$ cat config.mk
export PLATFORM = sky130hd
export DESIGN_NAME = reorder_request_tagger
export DESIGN_NICKNAME = d
export VERILOG_FILES = /design/src/rtl/reorder_request_tagger_pkg.sv /design/src/rtl/reorder_request_tagger.sv
export SDC_FILE = /design/constraint.sdc
export NUM_CORES = 1
export LEC_CHECK = 0
export ABC_CLOCK_PERIOD_IN_PS = 9900
export CAP_MARGIN = 10
export CELL_PAD_IN_SITES_DETAIL_PLACEMENT = 0
export CELL_PAD_IN_SITES_GLOBAL_PLACEMENT = 2
export CORE_MARGIN = 5
export CORE_UTILIZATION = 30
export DETAILED_ROUTE_END_ITERATION = 8
export MAX_ROUTING_LAYER = met4
export PLACE_DENSITY = 0.89
export SKIP_LAST_GASP = 1
export SYNTH_ARGS = -nofsm -noshare
export SYNTH_HDL_FRONTEND = slang
export SYNTH_SLANG_ARGS = --single-unit
$ cat constraint.sdc
create_clock -name clk -period 9.9 [get_ports clk]
set_clock_uncertainty 0.05 [all_clocks]
set_input_delay 1.98 -clock clk [delete_from_list [all_inputs] [get_ports clk]]
set_output_delay 1.98 -clock clk [all_outputs]
set_load 0.005 [all_outputs]
$ cat src/rtl/reorder_request_tagger_pkg.sv
// Shared types and helpers for the reorder request tagger.
// Holds the issue-stage state encoding and the tag width rule.
package reorder_request_tagger_pkg;

  typedef enum logic [1:0] {
    ST_INIT  = 2'd0,
    ST_RUN   = 2'd1,
    ST_DRAIN = 2'd2
  } state_t;

  // Tag carries the queue index plus one wrap bit.
  function automatic int tag_width(input int depth);
    return $clog2(depth) + 1;
  endfunction

endpackage

$ cat src/rtl/reorder_request_tagger.sv
// Tags in-order requests with the reorder queue index and packs tagged responses for the queue.
// Latency: request to memory port 1 cycle, response to queue write 1 cycle.
// Backpressure: req_ready drops when the queue is full, the held request stalls, or not in RUN.
module reorder_request_tagger
  import reorder_request_tagger_pkg::*;
#(
  parameter int DEPTH       = 64,
  parameter int TAG_WIDTH   = tag_width(DEPTH),
  parameter int ADDR_WIDTH  = 48,
  parameter int DATA_WIDTH  = 57,
  parameter int INIT_CYCLES = DEPTH + 2
) (
  input  logic                            clk,
  input  logic                            rst,
  input  logic                            req_valid,
  input  logic [ADDR_WIDTH-1:0]           req_addr,
  output logic                            req_ready,
  input  logic                            flush,
  output logic                            mem_req_valid,
  output logic [ADDR_WIDTH-1:0]           mem_req_addr,
  output logic [TAG_WIDTH-1:0]            mem_req_tag,
  input  logic                            mem_req_stall,
  input  logic                            mem_rsp_valid,
  input  logic [TAG_WIDTH-1:0]            mem_rsp_tag,
  input  logic [DATA_WIDTH-1:0]           mem_rsp_data,
  output logic                            rq_increment,
  input  logic [TAG_WIDTH-1:0]            rq_index_tag,
  input  logic                            rq_full,
  output logic                            rq_wr_en,
  output logic [DATA_WIDTH+TAG_WIDTH-1:0] rq_d,
  output logic [TAG_WIDTH:0]              outstanding,
  output logic                            idle,
  output logic                            error
);

  localparam int CNT_W = $clog2(INIT_CYCLES + 1);
  localparam logic [CNT_W-1:0]   CNT_ONE  = 1;
  localparam logic [CNT_W-1:0]   CNT_LAST = CNT_W'(INIT_CYCLES - 1);
  localparam logic [TAG_WIDTH:0] OUT_ONE  = 1;

  state_t           state, state_nxt;
  logic [CNT_W-1:0] init_cnt;
  logic             accept;

  always_comb begin
    state_nxt = state;
    case (state)
      ST_INIT:  if (init_cnt == CNT_LAST) state_nxt = ST_RUN;
      ST_RUN:   if (flush) state_nxt = ST_DRAIN;
      ST_DRAIN: if (!flush) state_nxt = ST_RUN;
      default:  state_nxt = ST_INIT;
    endcase
  end

  always_ff @(posedge clk or posedge rst) begin
    if (rst) begin
      state    <= ST_INIT;
      init_cnt <= '0;
    end else begin
      state <= state_nxt;
      if (state == ST_INIT && state_nxt == ST_INIT) init_cnt <= init_cnt + CNT_ONE;
    end
  end

  // The queue's end pointer advances on the same edge that captures its current index.
  assign req_ready    = (state == ST_RUN) && !rq_full && !(mem_req_valid && mem_req_stall);
  assign accept       = req_valid && req_ready;
  assign rq_increment = accept;
  assign idle         = (state == ST_DRAIN) && (outstanding == '0);

  always_ff @(posedge clk or posedge rst) begin
    if (rst) begin
      mem_req_valid <= 1'b0;
      mem_req_addr  <= '0;
      mem_req_tag   <= '0;
    end else if (accept) begin
      mem_req_valid <= 1'b1;
      mem_req_addr  <= req_addr;
      mem_req_tag   <= rq_index_tag;
    end else if (!mem_req_stall) begin
      mem_req_valid <= 1'b0;
    end
  end

  always_ff @(posedge clk or posedge rst) begin
    if (rst) begin
      rq_wr_en <= 1'b0;
      rq_d     <= '0;
    end else begin
      rq_wr_en <= mem_rsp_valid;
      if (mem_rsp_valid) rq_d <= {mem_rsp_data, mem_rsp_tag};
    end
  end

  // A stray response is still forwarded; it only flags the error and leaves the count at zero.
  always_ff @(posedge clk or posedge rst) begin
    if (rst) begin
      outstanding <= '0;
      error       <= 1'b0;
    end else begin
      if (mem_rsp_valid && outstanding == '0) error <= 1'b1;
      if (accept && !mem_rsp_valid) begin
        outstanding <= outstanding + OUT_ONE;
      end else if (mem_rsp_valid && !accept && outstanding != '0) begin
        outstanding <= outstanding - OUT_ONE;
      end
    end
  end

endmodule

==> run summary <==
clk sinks -> 139
count leader, synth -> dfrtp_1
worst path required time -> 7870 ps
Yosys cell types -> 43
yosys warns -> 0
leakage power -> 3.90 nW
hold_buf cts -> 0
area growth from synthesis to layout -> 57.9%
Max-Cap Viols -> 0
final setup violation count -> 0
hold path start -> init_cnt[3]
top-area cell type share of the netlist area -> 59.3%
crit path kind -> in -> out
type of origin of the critical path -> input pin
fin. max-slew vios -> 0
GRT Util Overall -> 14.8%
Slew HR -> 34.2%
DRT iter0 DRCs -> 132
Yosys top cell by area -> dfrtp_1
Resize count post-CTS -> 0
initial antenna violation count -> 0
synthesized instance count -> 365
vias in the first global route -> 4407
Layout Nets -> 766
Root Buffer -> clkbuf_16
I/O pin cnt -> 259
drt via density -> 4.41
Setup TNS Final -> 0 ps
HP Class -> reg -> reg
status -> finished clean
Setup WS pre-CTS -> 3630 ps
Post-CTS Repair Setup Buffers -> 0
Worst VDD drop -> 0.000132 V
PortBufs -> 258
CTS tree -> yes
internal power -> 0.00162 W
most used flip-flop cell after synthesis -> dfrtp_1
Clock power frac -> 28.6%
H-tree Lvls -> 4
routed via count -> 4001
per-cell routed wire length -> 17.9 microns
clk buf depth -> 2
share of layout cells above drive strength 1 -> 26.1%
total of fill cells in the finished design -> 1702
global-route wire length before repair -> 25.1 mm
FF+latch count, synth -> 139
Seq/Total Area, Yosys -> 59.3%
Synth top cells by count -> 139 x dfrtp_1, 80 x mux2_2, 45 x mux2_4
Worst EP arrival -> 4190 ps
Comb pwr share -> 33.8%
R2R Path Start -> state[1]
CP Launch Point -> req_valid
synthesized cell area -> 5870 sq um
Final Hold Viols -> 0
Ant. Diodes -> 0
gpl congestion -> 0.784
Sw Share -> 28.2%
Worst-Margin Slew -> 988 ps
minimum clock period -> 6220 ps
grt ovf -> 0
pin count of the biggest net entering global routing -> 77
Post-Route WL -> 16.2 mm
die height -> 150 microns
1st-pass router iterations -> 4
CP Max Fanout -> 56
fmax -> 161 MHz
P_sw -> 0.000635 W
core footprint -> 19300 sq um
drt drc -> 0
DP Wirelength -> 12.1 mm
top cells by area, synth -> dfrtp_1 59%, mux2_2 15%, mux2_4 12%, ha_1 1.9%, buf_12 1.4%
Clock Latency Late Sink -> 410 ps
Rows -> 51
Num CTS Buffers -> 17
EDFF count, synth -> 0
post-route ant nets -> 0
Sequential Power Share -> 37.5%
die area -> 22500 sq um
RSZ-0062 raised after global routing -> no
Starting Density -> 30.4%
Clk pin slew, worst setup/hold paths -> 60 ps
final setup margin -> 3680 ps
die width -> 150 microns
syn nets -> 501
syn_area_per_cell -> 16.1 sq um
pwr/cell area -> 243 nW/um^2
Synth async-reset ratio -> 100%
Tcrit/Tclk final -> 62.9%
Setup crit end kind -> primary output
layout by cell type (no fill, tap or decap), types with 2 or more instances in the layout:
| cell | instances |
|---|---|
| nor3b_1 | 3 |
| xor2_1 | 8 |
| buf_4 | 3 |
| a21oi_1 | 4 |
| o211a_1 | 2 |
| xnor2_1 | 4 |
| clkbuf_16 | 17 |
| mux2_4 | 45 |
| and3_1 | 2 |
| inv_1 | 5 |
| nand3_1 | 4 |
| nand2_1 | 8 |
| a211oi_1 | 2 |
| inv_8 | 3 |
| nor4_1 | 3 |
| o211ai_1 | 3 |
| clkbuf_8 | 2 |
| mux2_2 | 80 |
| nor2_1 | 3 |
| ha_1 | 9 |
| and2_1 | 2 |
| a21o_1 | 2 |
| clkdlybuf4s50_1 | 257 |
| o21ai_0 | 2 |
| nand2b_1 | 2 |
| inv_6 | 7 |
| dfrtp_1 | 139 |
worst max-delay path, stage by stage:
cell and delay [ps]:
clkdlybuf4s50_1 530, nand4bb_4 160, a21oi_4 130, buf_4 710, clkdlybuf4s50_1 650
stage by stage:
| step | utilization (%) | std cells | hold slack, ps | total power, W | cell area, sq um |
|---|---|---|---|---|---|
| after floorplan | - | 365 | 406 | 0.00119 | 5870 |
| after global placement | 44.8 | 876 | 424 | 0.00161 | 8660 |
| after detailed placement | 44.8 | 876 | 443 | 0.00163 | 8660 |
| after CTS | 47.9 | 908 | 454 | 0.00229 | 9270 |
| after global routing | 47.9 | 908 | 467 | 0.00239 | 9270 |
| final | 47.9 | 908 | 450 | 0.00225 | 9270 |
final timing paths:
check	slack (ps)	endpoint	cells after the start
worst max-delay path	3680	rq_increment	5
worst min-delay path	450	init_cnt[3]	1
worst max register to register	7110	outstanding[6]	8
worst min register to register	450	init_cnt[3]	1
min in group asynchronous	1960	rq_d[1]	2
max in group asynchronous	6380	rq_d[2]	3
power by group through the flow:
| stage | clock, W | sequential (W) | combinational (W) |
|---|---|---|---|
| 2_1_floorplan | 0 | 0.000846 | 0.000347 |
| 3_3_place_gp | 0 | 0.000850 | 0.000756 |
| 3_5_place_dp | 0 | 0.000858 | 0.000771 |
| 4_1_cts | 0.000666 | 0.000850 | 0.000776 |
| 5_1_grt | 0.000692 | 0.000869 | 0.000828 |
| 6_report | 0.000646 | 0.000846 | 0.000763 |
kinds of logic after synthesis:
family | after synthesis | share of synthesized area (%)
AOI/OAI and AO/OA | 24 | 3.13
xor gates and xnor gates | 12 | 1.79
muxes | 125 | 26.9
adders and majority gates | 10 | 2.26
buffers and inverters | 21 | 2.92
DFF | 139 | 59.3
and+or+nand+nor | 34 | 3.75
area by class of cell:
class / count / area, sq um / share of cell area, %
Clock buffer: 19 / 453 / 4.89
Clock inverter: 13 / 149 / 1.61
Inverter: 6 / 27.5 / 0.297
Multi-Input combinational cell: 205 / 2230 / 24.0
Sequential cell: 139 / 3480 / 37.5
Tap cell: 265 / 332 / 3.58
Timing Repair Buffer: 261 / 2600 / 28.1
state kept, by name, indices dropped and copies added, names as in the netlist:
signal and count:
rq_d 64, mem_req_addr 48, outstanding 8, init_cnt 7, mem_req_tag 7, state 2, error 1, mem_req_valid 1
rq_wr_en 1
per-layer routing:
| metal | global-route usage (%) | routed length [microns] | vias to the layer above |
|---|---|---|---|
| li1 | - | - | 1845 |
| met1 | 17.5 | 6600 | 1977 |
| met2 | 24.1 | 8150 | 158 |
| met3 | 4.30 | 1160 | 21 |
| met4 | 5.17 | 323 | 0 |
| met5 | - | 0 | - |
No activity file was read; power rests on OpenSTA's default activity.
